<file path="src/rtl/tx_sched_pkg.sv">
// Shared definitions for the two-port transmit packet scheduler:
// FSM encodings, port indices and the packet-counter width.
package tx_sched_pkg;

   typedef enum logic [2:0] {
      ST_IDLE = 3'b001,
      ST_PASS = 3'b010,
      ST_GAP  = 3'b100
   } sched_state_t;

   localparam logic PORT_GEN  = 1'b0;
   localparam logic PORT_LOOP = 1'b1;

   localparam int CNTR_WIDTH = 32;

endpackage

</file>
<file path="src/rtl/tx_sched_pkt_cntr.sv">
// Completed-packet counter for one scheduler port; a clear in the same
// cycle as an increment leaves the counter at zero.
module tx_sched_pkt_cntr
   import tx_sched_pkg::*;
(
   input  logic                  S_AXI_ACLK,
   input  logic                  S_AXI_ARESET,
   input  logic                  inc,
   input  logic                  clr,
   output logic [CNTR_WIDTH-1:0] count
);

   localparam logic [CNTR_WIDTH-1:0] CNT_ONE = {{(CNTR_WIDTH-1){1'b0}}, 1'b1};

   always_ff @(posedge S_AXI_ACLK or posedge S_AXI_ARESET) begin
      if (S_AXI_ARESET) begin
         count <= '0;
      end else if (clr) begin
         count <= '0;
      end else if (inc) begin
         count <= count + CNT_ONE;
      end
   end

endmodule

</file>
<file path="src/rtl/tx_stream_sched.sv">
// Whole-packet round-robin scheduler sharing one AXI4-Stream master between
// the packet generator (port 0) and the RX loopback path (port 1).
module tx_stream_sched
   import tx_sched_pkg::*;
#(
   parameter int C_AXIS_DATA_WIDTH  = 64,
   parameter int C_AXIS_TUSER_WIDTH = 128,
   parameter int C_GAP_WIDTH        = 8
) (
   input  logic                            S_AXI_ACLK,
   input  logic                            S_AXI_ARESET,

   input  logic [C_AXIS_DATA_WIDTH-1:0]    S_AXIS_0_TDATA,
   input  logic [C_AXIS_DATA_WIDTH/8-1:0]  S_AXIS_0_TSTRB,
   input  logic [C_AXIS_TUSER_WIDTH-1:0]   S_AXIS_0_TUSER,
   input  logic                            S_AXIS_0_TVALID,
   input  logic                            S_AXIS_0_TLAST,
   output logic                            S_AXIS_0_TREADY,

   input  logic [C_AXIS_DATA_WIDTH-1:0]    S_AXIS_1_TDATA,
   input  logic [C_AXIS_DATA_WIDTH/8-1:0]  S_AXIS_1_TSTRB,
   input  logic [C_AXIS_TUSER_WIDTH-1:0]   S_AXIS_1_TUSER,
   input  logic                            S_AXIS_1_TVALID,
   input  logic                            S_AXIS_1_TLAST,
   output logic                            S_AXIS_1_TREADY,

   output logic [C_AXIS_DATA_WIDTH-1:0]    M_AXIS_TDATA,
   output logic [C_AXIS_DATA_WIDTH/8-1:0]  M_AXIS_TSTRB,
   output logic [C_AXIS_TUSER_WIDTH-1:0]   M_AXIS_TUSER,
   output logic                            M_AXIS_TVALID,
   output logic                            M_AXIS_TLAST,
   input  logic                            M_AXIS_TREADY,

   input  logic [1:0]                      cfg_enable,
   input  logic [C_GAP_WIDTH-1:0]          cfg_gap,
   input  logic                            clr_cntrs,

   output logic [CNTR_WIDTH-1:0]           pkt_cnt_0,
   output logic [CNTR_WIDTH-1:0]           pkt_cnt_1,
   output logic                            grant,
   output logic                            busy,
   output logic [2:0]                      dbg_state
);

   localparam logic [C_GAP_WIDTH-1:0] GAP_ONE = {{(C_GAP_WIDTH-1){1'b0}}, 1'b1};

   sched_state_t             state_q, state_d;
   logic                     grant_q, grant_d;
   logic                     last_port_q, last_port_d;
   logic [C_GAP_WIDTH-1:0]   gap_q, gap_d;
   logic [1:0]               elig;
   logic                     pkt_done;
   logic                     inc_0, inc_1;

   always_ff @(posedge S_AXI_ACLK or posedge S_AXI_ARESET) begin
      if (S_AXI_ARESET) begin
         state_q     <= ST_IDLE;
         grant_q     <= PORT_GEN;
         last_port_q <= PORT_LOOP;
         gap_q       <= '0;
      end else begin
         state_q     <= state_d;
         grant_q     <= grant_d;
         last_port_q <= last_port_d;
         gap_q       <= gap_d;
      end
   end

   // A beat moves on any edge where TVALID and TREADY are both high; TVALID
   // from the scheduler never looks at M_AXIS_TREADY, and a source's TREADY
   // is only ever a copy of M_AXIS_TREADY while that source holds the grant.
   always_comb begin
      M_AXIS_TDATA    = '0;
      M_AXIS_TSTRB    = '0;
      M_AXIS_TUSER    = '0;
      M_AXIS_TVALID   = 1'b0;
      M_AXIS_TLAST    = 1'b0;
      S_AXIS_0_TREADY = 1'b0;
      S_AXIS_1_TREADY = 1'b0;
      if (state_q == ST_PASS) begin
         if (grant_q == PORT_LOOP) begin
            M_AXIS_TDATA    = S_AXIS_1_TDATA;
            M_AXIS_TSTRB    = S_AXIS_1_TSTRB;
            M_AXIS_TUSER    = S_AXIS_1_TUSER;
            M_AXIS_TVALID   = S_AXIS_1_TVALID;
            M_AXIS_TLAST    = S_AXIS_1_TLAST;
            S_AXIS_1_TREADY = M_AXIS_TREADY;
         end else begin
            M_AXIS_TDATA    = S_AXIS_0_TDATA;
            M_AXIS_TSTRB    = S_AXIS_0_TSTRB;
            M_AXIS_TUSER    = S_AXIS_0_TUSER;
            M_AXIS_TVALID   = S_AXIS_0_TVALID;
            M_AXIS_TLAST    = S_AXIS_0_TLAST;
            S_AXIS_0_TREADY = M_AXIS_TREADY;
         end
      end
   end

   always_comb begin
      elig     = cfg_enable & {S_AXIS_1_TVALID, S_AXIS_0_TVALID};
      pkt_done = (state_q == ST_PASS) & M_AXIS_TVALID & M_AXIS_TREADY & M_AXIS_TLAST;
      inc_0    = pkt_done & (grant_q == PORT_GEN);
      inc_1    = pkt_done & (grant_q == PORT_LOOP);
   end

   always_comb begin
      state_d     = state_q;
      grant_d     = grant_q;
      last_port_d = last_port_q;
      gap_d       = gap_q;
      case (state_q)
         ST_IDLE: begin
            if (elig != 2'b00) begin
               state_d = ST_PASS;
               // Contention goes to whichever port did not send the last packet.
               if (elig == 2'b11) begin
                  grant_d = ~last_port_q;
               end else begin
                  grant_d = elig[1];
               end
            end
         end
         ST_PASS: begin
            if (pkt_done) begin
               last_port_d = grant_q;
               if (cfg_gap == '0) begin
                  state_d = ST_IDLE;
               end else begin
                  gap_d   = cfg_gap;
                  state_d = ST_GAP;
               end
            end
         end
         ST_GAP: begin
            if (gap_q <= GAP_ONE) begin
               gap_d   = '0;
               state_d = ST_IDLE;
            end else begin
               gap_d = gap_q - GAP_ONE;
            end
         end
         default: begin
            state_d = ST_IDLE;
            gap_d   = '0;
         end
      endcase
   end

   always_comb begin
      grant     = grant_q;
      busy      = (state_q == ST_PASS) || (state_q == ST_GAP);
      dbg_state = state_q;
   end

   tx_sched_pkt_cntr u_cntr_0 (
      .S_AXI_ACLK   (S_AXI_ACLK),
      .S_AXI_ARESET (S_AXI_ARESET),
      .inc          (inc_0),
      .clr          (clr_cntrs),
      .count        (pkt_cnt_0)
   );

   tx_sched_pkt_cntr u_cntr_1 (
      .S_AXI_ACLK   (S_AXI_ACLK),
      .S_AXI_ARESET (S_AXI_ARESET),
      .inc          (inc_1),
      .clr          (clr_cntrs),
      .count        (pkt_cnt_1)
   );

endmodule

</file>
<file path="config.mk">
export PLATFORM = sky130hd
export DESIGN_NAME = tx_stream_sched
export DESIGN_NICKNAME = d
export VERILOG_FILES = /design/src/rtl/tx_sched_pkg.sv /design/src/rtl/tx_sched_pkt_cntr.sv /design/src/rtl/tx_stream_sched.sv
export SDC_FILE = /design/constraint.sdc
export NUM_CORES = 1
export LEC_CHECK = 0
export ABC_AREA = 0
export CORE_AREA = 2 2 268 270
export DETAILED_ROUTE_END_ITERATION = 10
export DIE_AREA = 0 0 270 272
export GPL_TIMING_DRIVEN = 0
export SLEW_MARGIN = 20
export SYNTH_ARGS = -nofsm -noshare
export SYNTH_HDL_FRONTEND = slang
export SYNTH_SLANG_ARGS = --single-unit
</file>
<file path="constraint.sdc">
create_clock -name S_AXI_ACLK -period 3.38 [get_ports S_AXI_ACLK]
set_input_delay 1.014 -clock S_AXI_ACLK [delete_from_list [all_inputs] [get_ports S_AXI_ACLK]]
set_output_delay 1.014 -clock S_AXI_ACLK [all_outputs]
set_load 0.1 [all_outputs]
</file>
-- Word level (Yosys, flattened, before mapping)
Index checks and enable logic that the tools add are counted.
Widths: inputs -> output; s select.
- logic and storage cells: 64
- output and inout port bits: 273
- bits in latches: 0
- RAM bits: 0
- register bits: 77
- ROM bits: 0
- memories: 0
- shift-type cells: 0
- $add $sub $neg: 3
- bitwise logic cells: 9
- divide/modulo/power cells: 0
- reductions and logical operators: 9
- equality and inequality tests: 8
- order comparisons: 1
- muxes and demuxes: 28
- multipliers: 0
- operators with widths (cell ; number):
    $mux 128 ; 2
    $mux 32 ; 4
    $mux 64 ; 2
    $add 32x1->32 const B ; 2
    $mux 8 ; 5
    $pmux 8 s3 ; 1
    $mux 3 ; 4
    $mux 1 ; 9
    $pmux 3 s3 ; 1
    $le 8x1->1 const B ; 1
    $logic_not 8->1 ; 1
    $ne 2x2->1 const B ; 4
    $sub 8x1->8 const B ; 1
    $reduce_and 3->1 ; 2
    $reduce_bool 2->1 ; 3
    $and 1x1->1 ; 5
    $reduce_and 2->1 ; 2
    $eq 3x1->1 const B ; 1
    $eq 3x2->1 const B ; 1
    $eq 3x3->1 const B ; 1
    $not 1->1 ; 3
    $and 2x2->2 ; 1
    $eq 2x2->1 const B ; 1
    $logic_or 1x1->1 ; 1

-- Logic depth before layout (Yosys ltp)
Gate-level depths: netlist (run 1).
- depth in word-level cells: 8
- gate-level depth with buffers: 8
- gate-level depth less buffers: 7

-- By module
From an unflattened synthesis (run 1), not the netlist that was laid out.
- cells, all modules: 926
- area, all modules: 7353.3 um^2
- modules (own cells, without submodules) (module ; sequential area each (um^2) ; instances ; area each (um^2) ; cells an instance):
    tx_stream_sched ; 327.8 ; 1 ; 3854.9 ; 558
    tx_sched_pkt_cntr ; 800.8 ; 2 ; 1749.2 ; 184

-- Least setup slack after synthesis (run 1)
Ideal clock, no wire load.
- path kind: register to output
- from: register grant_q (netlist: grant)
- to: output M_AXIS_TDATA[0]
- path slack: -1.085 ns
- buffers on the path: 3
- required time: 2.366 ns
- stages on the path, launching flop included: 6
- arrival time: 3.451 ns
- path through: dfrtp_1 > clkbuf_1 > clkbuf_1 > clkbuf_1 > mux2i_1 > nor2_1
- longest elaborated chain between the ends: 2
- ends and longest elaborated chain (what ; RTL line ; text):
    from (decl) ; tx_stream_sched.sv:48 ; logic grant_q, grant_d;
    from (signal assigned) ; tx_stream_sched.sv:63 ; grant_q <= grant_d;
    $mux 64 ; tx_stream_sched.sv:81 ; if (grant_q == PORT_LOOP) begin
    $mux 64 ; tx_stream_sched.sv:80 ; if (state_q == ST_PASS) begin
    to (decl) ; tx_stream_sched.sv:27 ; output logic [C_AXIS_DATA_WIDTH-1:0] M_AXIS_TDATA,
No other way between the ends.

-- Worst setup path after layout (run 1)
- from: register grant_q (netlist: grant)
- to: output M_AXIS_TUSER[98]
- longest elaborated chain between the ends: 2
- ends and longest elaborated chain (what ; RTL line ; text):
    $mux 128 ; tx_stream_sched.sv:81 ;
    $mux 128 ; tx_stream_sched.sv:80 ;
    to (decl) ; tx_stream_sched.sv:29 ; output logic [C_AXIS_TUSER_WIDTH-1:0] M_AXIS_TUSER,
No other way between the ends.

==> run metrics, run 1 <==
Remaining DRCs 0; Hold WS between 0.5 and 0.6 ns; Reg clk slew, reported paths ~0.06 ns; DRT iter0 DRCs around 400; Post-Layout Cell Count approximately 2.6k; CP Data Required Time between 2 and 2.5 ns; Synth top area share 0.287; met2 WL between 20000 and 25000 um; CP max FO 10; Final ANT Viol Nets 0; Simple-Gate Fraction of Synth Area 0.280; DRT Pass-1 Iters 5; IO Port Bufs just under 700; Power, Total 11.0 mW; Final Hold Viols 0; Synthesized Nets between 1k and 1.5k; Pins Over Slew Limit 0; sw power slightly below 7 mW; hold buffer count at cts 0; CTS tree yes; Die Footprint 73400 um2; clock share of power 0.089; combinational family with the most area after synthesis multiplexers; mean area per synthesized cell 7.88 um2; Worst setup EP type output pin; Core Area approximately 70000 um2; dpl ws -1.75 ns; wire length on met1 20000 um; library cells used by synthesis 51; Syn Std Cell Area between 7000 and 8000 um2; # nets final 2021; power share of the sequential group 0.097; die height roughly 270 um; cell count after placement roughly 2.5k; P_leak 6.81 nW; Final setup violation count 0; XOR/XNOR share of the synthesized area 0.0680; fin crit period ~3.3 ns; gate count of the mapped netlist approximately 900; WP data arrival ~2.3 ns; number of flops mapped to enable cells by yosys 0; # rows 98; combinational share of power 0.813; startpoint types flip-flop; Most used DFF post-synth dfrtp_1; Max Cap Violations 0; YS warnings 0; final worst-path cycle share 0.985; pin count of the biggest net entering global routing 40; CTS Buf Count 9; Net Sw Frac 0.612; internal power around 4.3 mW; final wirelength between 50000 and 60000 um; Rel. slew slack 0.240; worst slew pin tran approximately 1.1 ns; routed vias 9601; RSZ-0062 raised after global routing true; post-synth top area cell mux2i_1; Max Clock Skew 0.0171 ns; clock buffer depth 2; post-synthesis mux area share 0.289; Seq/Total Area, Yosys 0.273; vias per cell 3.74; fmax between 300 and 400 MHz; Final Cell Area approximately 17000 um2; first-pass GRT wire length roughly 71000 um; clk root buf clkbuf_16; type of the worst setup path flip-flop to output pin; post-synthesis async set-or-reset flop share 1.00; layout cells sized above 1 0.297; Top Layer Used met5; power per cell area 632 nW/um2; Max VDD drop between 300 and 400 uV; Area contributors post-synth mux2i_1 (29%), dfrtp_1 (27%), nor2_1 (15%); Worst R2R Setup Slack ~0.64 ns; status completed; htree depth 3; Chip Width around 270 um; initial antenna violation count 40; Initial Utilization 0.100; grt total ovfl 0; clk_lat worst skew between 0.3 and 0.4 ns; met3 WL about 6600 um; Overall Global Routing Usage 0.135; area growth from synthesis to layout 146%; CTS sink count between 70 and 80; GP Congestion slightly below 0.9; Synth Area in Compound Gates 0.0403; Synth Area in Adders 0.00707; final worst slack around 0.050 ns; wire length per cell 20.5 um; DP Wirelength between 40000 and 50000 um; #FFs+latches synth a little under 80; io pins 691; Hold Path Class flip-flop to flip-flop; vias in the first global route 9481; dpl cell area approximately 16000 um2
cell families (layout without fill, tap and decap cells):
kind of cell             count (synthesis)  after routing
AND/OR/NAND/NOR                        433            433
AO/OA/AOI/OAI                           48             48
buffers and inverters                   77            783
flip-flops                              77             77
other                                    0             13
adder cells (fa/ha/maj)                  4              4
multiplexers                           204            204
XOR/XNOR                                55             55
timing repair:
action                      CTS  global route
buffers inserted              0             0
setup endpoints to repair   231           164
hold endpoints to repair      0             0
resized for setup          1389           163
gates cloned                  0             0
cells in the mapped netlist (2+ instances only):
library cell and n:
a21o_1 2, xor2_1 26, a211oi_1 2, dfrtp_1 75
and4_1 7, nand3b_1 2, a31oi_1 3, nand4_1 24
nor4_1 9, or4_1 3, nor2_1 280, and3_1 9
nor3b_1 4, nand3_1 22, clkbuf_1 55, nand2_1 29
xnor2_1 29, dfstp_2 2, nor4_2 5, mux2i_1 203
buf_1 4, o21ai_0 15, or3_1 5, a21oi_1 16
nor3_1 20, buf_6 2, inv_1 14, and2_1 4
ha_1 4, a41oi_1 2
cells in the final DEF, fill, tap and decap left out, types with 4 or more instances in the layout:
cell,Yosys,routed
nor4_2,5,5
nand2_1,29,29
nor4_1,9,9
and2_1,4,4
clkbuf_16,0,9
nor3_1,20,19
inv_1,14,13
xor2_1,26,26
nor2_4,0,159
buf_2,1,4
ha_1,4,4
nor2_2,0,19
a21oi_1,16,16
diode_2,0,13
mux2i_1,203,194
and4_1,7,7
clkbuf_8,0,13
or3_1,5,5
nor2_1,280,102
nor3b_1,4,4
buf_12,0,13
o21ai_0,15,15
and3_1,9,8
buf_8,0,18
clkdlybuf4s50_1,0,483
buf_4,1,32
clkbuf_1,55,13
clkbuf_2,0,5
buf_6,2,146
mux2i_2,0,4
mux2i_4,0,5
nand3_1,22,22
dfrtp_1,75,72
nand4_1,24,24
xnor2_1,29,29
clkbuf_4,0,22
area by class of cell:
type                    instances  area, um2
plain buffers                  62        495
diodes                         13       32.5
inverters                      14       55.1
repair buffers                691       7250
fillers                      7691      53300
clock buffers                   9        225
multi-input cells             744       6170
well taps                     950       1190
clock inverters                 7       65.1
flip-flops and latches         77       1940
critical path: stages, from the launching register on:
cell	delay (ns)
dfrtp_4	0.56
clkbuf_4	0.31
clkbuf_4	0.35
mux2i_2	0.48
nor2_4	0.07
buf_8	0.18
per-stage QoR:
| stage | utilization | TNS [ns] |
|---|---|---|
| 6_report | 0.246 | 0 |
| 5_1_grt | 0.246 | -0.0805 |
| 4_1_cts | 0.237 | -0.00988 |
| 3_5_place_dp | 0.232 | -277.52 |
| 3_3_place_gp | 0.232 | -368.25 |
| 2_1_floorplan | - | -42.08 |
registers in the layout (all words and copies together), names as in the netlist:
name            cells
u_cntr_1.count     32
gap_q               8
u_cntr_0.count     32
last_port_q         1
grant               1
dbg_state           3
per-layer routing:
| metal | GRT usage | up-vias |
|---|---|---|
| li1 | - | 4539 |
| met1 | 0.153 | 4408 |
| met2 | 0.218 | 525 |
| met3 | 0.0713 | 85 |
| met4 | 0.0434 | 44 |
| met5 | 0 | - |
power groups by stage:
stage	Sequential [mW]	Combinational (mW)	Clock, mW
after floorplan	1.17	6.14	0
after global placement	1.05	8.51	0
after detailed placement	1.05	8.51	0
after CTS	1.07	8.71	1.01
after global routing	1.08	9.27	1.05
final	1.07	8.96	0.982
worst paths after layout:
| check | from | cells past startpoint | endpoint |
|---|---|---|---|
| setup reg to reg | dbg_state[2]$_DFFE_PP0P_ | 7 | u_cntr_1.count[21]$_DFFE_PP0P_ |
| hold reg to reg | last_port_q$_DFFE_PP1P_ | 1 | last_port_q$_DFFE_PP1P_ |
| min in group asynchronous | S_AXI_ARESET | 2 | u_cntr_1.count[7]$_DFFE_PP0P_ |
| setup / recovery | grant$_DFFE_PP0P_ | 5 | M_AXIS_TUSER[98] |
| max in group asynchronous | S_AXI_ARESET | 3 | dbg_state[0]$_DFFE_PP1P_ |
| hold / removal | last_port_q$_DFFE_PP1P_ | 1 | last_port_q$_DFFE_PP1P_ |
No activity file was read; power rests on OpenSTA's default activity.
==> run 2, diff against run 1 <==
--- a/config.mk
+++ b/config.mk
@@ -5,10 +5,11 @@
 export SDC_FILE = /design/constraint.sdc
 export NUM_CORES = 1
 export LEC_CHECK = 0
-export ABC_AREA = 0
-export CORE_AREA = 2 2 268 270
+export ABC_AREA = 1
+export CAP_MARGIN = 20
+export CORE_AREA = 2 2 271 273
 export DETAILED_ROUTE_END_ITERATION = 10
-export DIE_AREA = 0 0 270 272
+export DIE_AREA = 0 0 273 275
 export GPL_TIMING_DRIVEN = 0
 export SLEW_MARGIN = 20
 export SYNTH_ARGS = -nofsm -noshare
==> run metrics, run 2 <==
Final Util 0.257 (was 0.246); vias in the first global route 12.8k (was 9481); dpl cell area 18600 um2 (was 16400 um2); wire length per cell 25.7 um (was 20.5 um); Final ANT Viol Nets 0 (unchanged); Most used DFF post-synth dfrtp_1 (unchanged); Die Footprint 75100 um2 (was 73400 um2); Final Cell Area 18600 um2 (was 17400 um2); Max VDD drop 411 uV (was 369 uV); number of flops mapped to enable cells by yosys 0 (unchanged); CP Data Required Time 2.37 ns (about the same); status completed (unchanged); worst slew pin tran 1.12 ns (was 1.14 ns); gate count of the mapped netlist 1506 (was 898); most frequent cells in the layout nand2_1 (720), clkdlybuf4s50_1 (485), buf_4 (201), a21oi_4 (199), nor2_1 (121) (was clkdlybuf4s50_1 (483), mux2i_1 (194), nor2_4 (159), buf_6 (146), nor2_1 (102)); htree depth 3 (unchanged); CTS sink count 77 (unchanged); Final Hold Viols 0 (unchanged); hold path depth 2 (was 1); Worst setup EP type output pin (unchanged); internal power 3.74 mW (was 4.28 mW); DRT Pass-1 Iters 7 (was 5); Area contributors post-synth nand2_1 (33%), dfrtp_1 (23%), a21oi_1 (12%) (was mux2i_1 (29%), dfrtp_1 (27%), nor2_1 (15%)); Post-Layout Cell Count 3194 (was 2567); startpoint types input pin (was flip-flop); Hold Path Origin last_port_q$_DFFE_PP1P_ (unchanged); Chip Width 273 um (was 270 um); CTS tree yes (unchanged); #FFs+latches synth 77 (unchanged); routed vias 13.4k (was 9601); Initial Utilization 0.113 (was 0.100); Final setup violation count 0 (unchanged); Synthesized Nets 1928 (was 1320); first-pass GRT wire length 107000 um (was 70900 um); die height 275 um (was 272 um); Hold Path Class flip-flop to flip-flop (unchanged); Max Clock Skew 0.0134 ns (was 0.0171 ns); sw power 8.09 mW (was 6.74 mW); mean area per synthesized cell 5.41 um2 (was 7.88 um2); layout cells sized above 1 0.241 (was 0.297); Power, Total 11.8 mW (was 11.0 mW); final wirelength 82000 um (was 52600 um); combinational share of power 0.826 (was 0.813); Core Area 72300 um2 (was 70800 um2); YS warnings 0 (unchanged); most common cell after layout, fill and taps aside nand2_1 (was clkdlybuf4s50_1); # nets final 2631 (was 2021); power share of the sequential group 0.091 (was 0.097); io pins 691 (unchanged); Remaining DRCs 0 (unchanged); crit path from S_AXIS_1_TUSER[72] (was grant$_DFFE_PP0P_); area growth from synthesis to layout 128% (was 146%); Max Cap Violations 0 (unchanged); clock buffer depth 2 (unchanged); GP Congestion 0.979 (was 0.890); post-synthesis async set-or-reset flop share 1.00 (unchanged); Syn Std Cell Area 8140 um2 (was 7080 um2); fmax 297 MHz (was 300 MHz); P_leak 7.27 nW (was 6.81 nW); power per cell area 637 nW/um2 (was 632 nW/um2); Net Sw Frac 0.684 (was 0.612); fin crit period 3.37 ns (was 3.33 ns); clk_lat worst skew 0.36 ns (about the same); Worst R2R Setup Slack 1.41 ns (was 0.64 ns); Rel. slew slack 0.250 (was 0.240); reg-to-reg endpoint u_cntr_1.count[16]$_DFFE_PP0P_ (was u_cntr_1.count[21]$_DFFE_PP0P_); R2R cell count 8 (was 7); WP data arrival 2.36 ns (was 2.32 ns); Pins Over Slew Limit 0 (unchanged); final worst slack 0.0100 ns (was 0.0497 ns); post-synth top area cell nand2_1 (was mux2i_1); initial antenna violation count 79 (was 40); biggest regs u_cntr_0.count: 32 flops, u_cntr_1.count: 32 flops, gap_q: 8 flops (unchanged); grt total ovfl 0 (unchanged); CTS Buf Count 9 (unchanged); DRT iter0 DRCs 1044 (was 401); CP max FO 1 (was 10); cell count after placement 3157 (was 2539); clock share of power 0.083 (was 0.089); Reg clk slew, reported paths 0.06 ns (about the same); # rows 99 (was 98); most numerous cell in the Yosys netlist nand2_1 (was nor2_1); RSZ-0062 raised after global routing true (unchanged); type of the worst setup path input pin to output pin (was flip-flop to output pin); Seq/Total Area, Yosys 0.237 (was 0.273); Hold WS 0.481 ns (was 0.509 ns); Overall Global Routing Usage 0.206 (was 0.135); pin count of the biggest net entering global routing 51 (was 40); final worst-path cycle share 0.997 (was 0.985); IO Port Bufs 690 (unchanged); setup TNS 0 ns (unchanged); vias per cell 4.18 (was 3.74); library cells used by synthesis 29 (was 51); dpl ws -1.01 ns (was -1.75 ns); FF-to-FF Start u_cntr_1.count[0]$_DFFE_PP0P_ (was dbg_state[2]$_DFFE_PP0P_); Synth top area share 0.332 (was 0.287); Post-synth top cells nand2_1 (720), a21oi_1 (200), nor2_1 (122), nand3_1 (108), dfrtp_1 (75) (was nor2_1 (280), mux2i_1 (203), dfrtp_1 (75), clkbuf_1 (55)); hold endpoint last_port_q$_DFFE_PP1P_ (unchanged); clk root buf clkbuf_16 (unchanged); DP Wirelength 72200 um (was 46000 um)
run 2: cell types whose count changed after synthesis, sizes merged, moves of 15 or more:
| cell | before | now |
|---|---|---|
| nand2 | 29 | 722 |
| mux2i | 203 | 0 |
| a21oi | 16 | 200 |
| nor2 | 280 | 126 |
| nand3 | 22 | 109 |
| inv | 14 | 66 |
| buf | 8 | 49 |
| nand4 | 24 | 56 |
| xnor2 | 29 | 2 |
| xor2 | 26 | 7 |
| nor3 | 21 | 3 |
| nor4 | 15 | 0 |
run 2: power groups by stage:
stage               clock network (mW)  logic, mW  registers (mW)
global route                      1.04       10.1            1.09
detailed placement                   0       9.73            1.09
global placement                     0       9.71            1.09
CTS                              0.998       9.73            1.08
floorplan                            0       6.80            1.24
finish                           0.983       9.76            1.08
run 2: per-layer routing:
| metal | GRT usage | vias up | routed length, um |
|---|---|---|---|
| li1 | - | 6302 | - |
| met1 | 0.250 | 6197 | 32600 |
| met2 | 0.321 | 660 | 36300 |
| met3 | 0.0974 | 149 | 10400 |
| met4 | 0.0608 | 54 | 2320 |
| met5 | 0 | - | 326 |
run 2: how the worst max path moves through the flow:
stage	depth (start not counted)	endpoint
finish	4	M_AXIS_TUSER[72]
global route	7	M_AXIS_TUSER[84]
floorplan	5	busy
detailed placement	7	M_AXIS_TUSER[70]
CTS	6	M_AXIS_TDATA[47]
global placement	2	dbg_state[1]$_DFFE_PP0P_
run 2: cell families (layout without fill, tap and decap cells):
family          Yosys count  after routing  share of synthesized area
flops                    77             77                      0.237
other cells               0             21                          0
fa+ha+maj                 4              4                    0.00615
compound gates          224            224                      0.143
xor+xnor                  9              9                    0.00968
buf+inv                 160            868                     0.0842
simple gates           1032           1032                      0.520
run 2: area by class of cell:
type | count | area, um2
multi-input cells | 1269 | 7790
clock inverters | 7 | 63.8
plain buffers | 94 | 576
fillers | 8073 | 53800
repair buffers | 692 | 6480
diodes | 21 | 52.6
flip-flops and latches | 77 | 1930
well taps | 959 | 1200
clock buffers | 9 | 225
inverters | 66 | 253
run 2: repair_timing:
item | in CTS | in global routing
pin swaps | 0 | 0
buffers inserted | 0 | 0
cloned | 0 | 0
gates resized for setup | 1286 | 11
setup endpoints to repair | 204 | 121
hold buffers | 0 | 0
run 2: worst max-delay path: stages:
cell	delay [ns]
clkdlybuf4s50_1	0.49
nand2_1	0.30
a21oi_4	0.24
buf_4	0.30
==> run 3, diff against run 2 <==
--- a/config.mk
+++ b/config.mk
@@ -11,6 +11,7 @@
 export DETAILED_ROUTE_END_ITERATION = 10
 export DIE_AREA = 0 0 273 275
 export GPL_TIMING_DRIVEN = 0
+export HOLD_SLACK_MARGIN = 0.06
 export SLEW_MARGIN = 20
 export SYNTH_ARGS = -nofsm -noshare
 export SYNTH_HDL_FRONTEND = slang
==> results of run 3 <==
No change in the layout: final DEF, timing and power equal those of run 2.
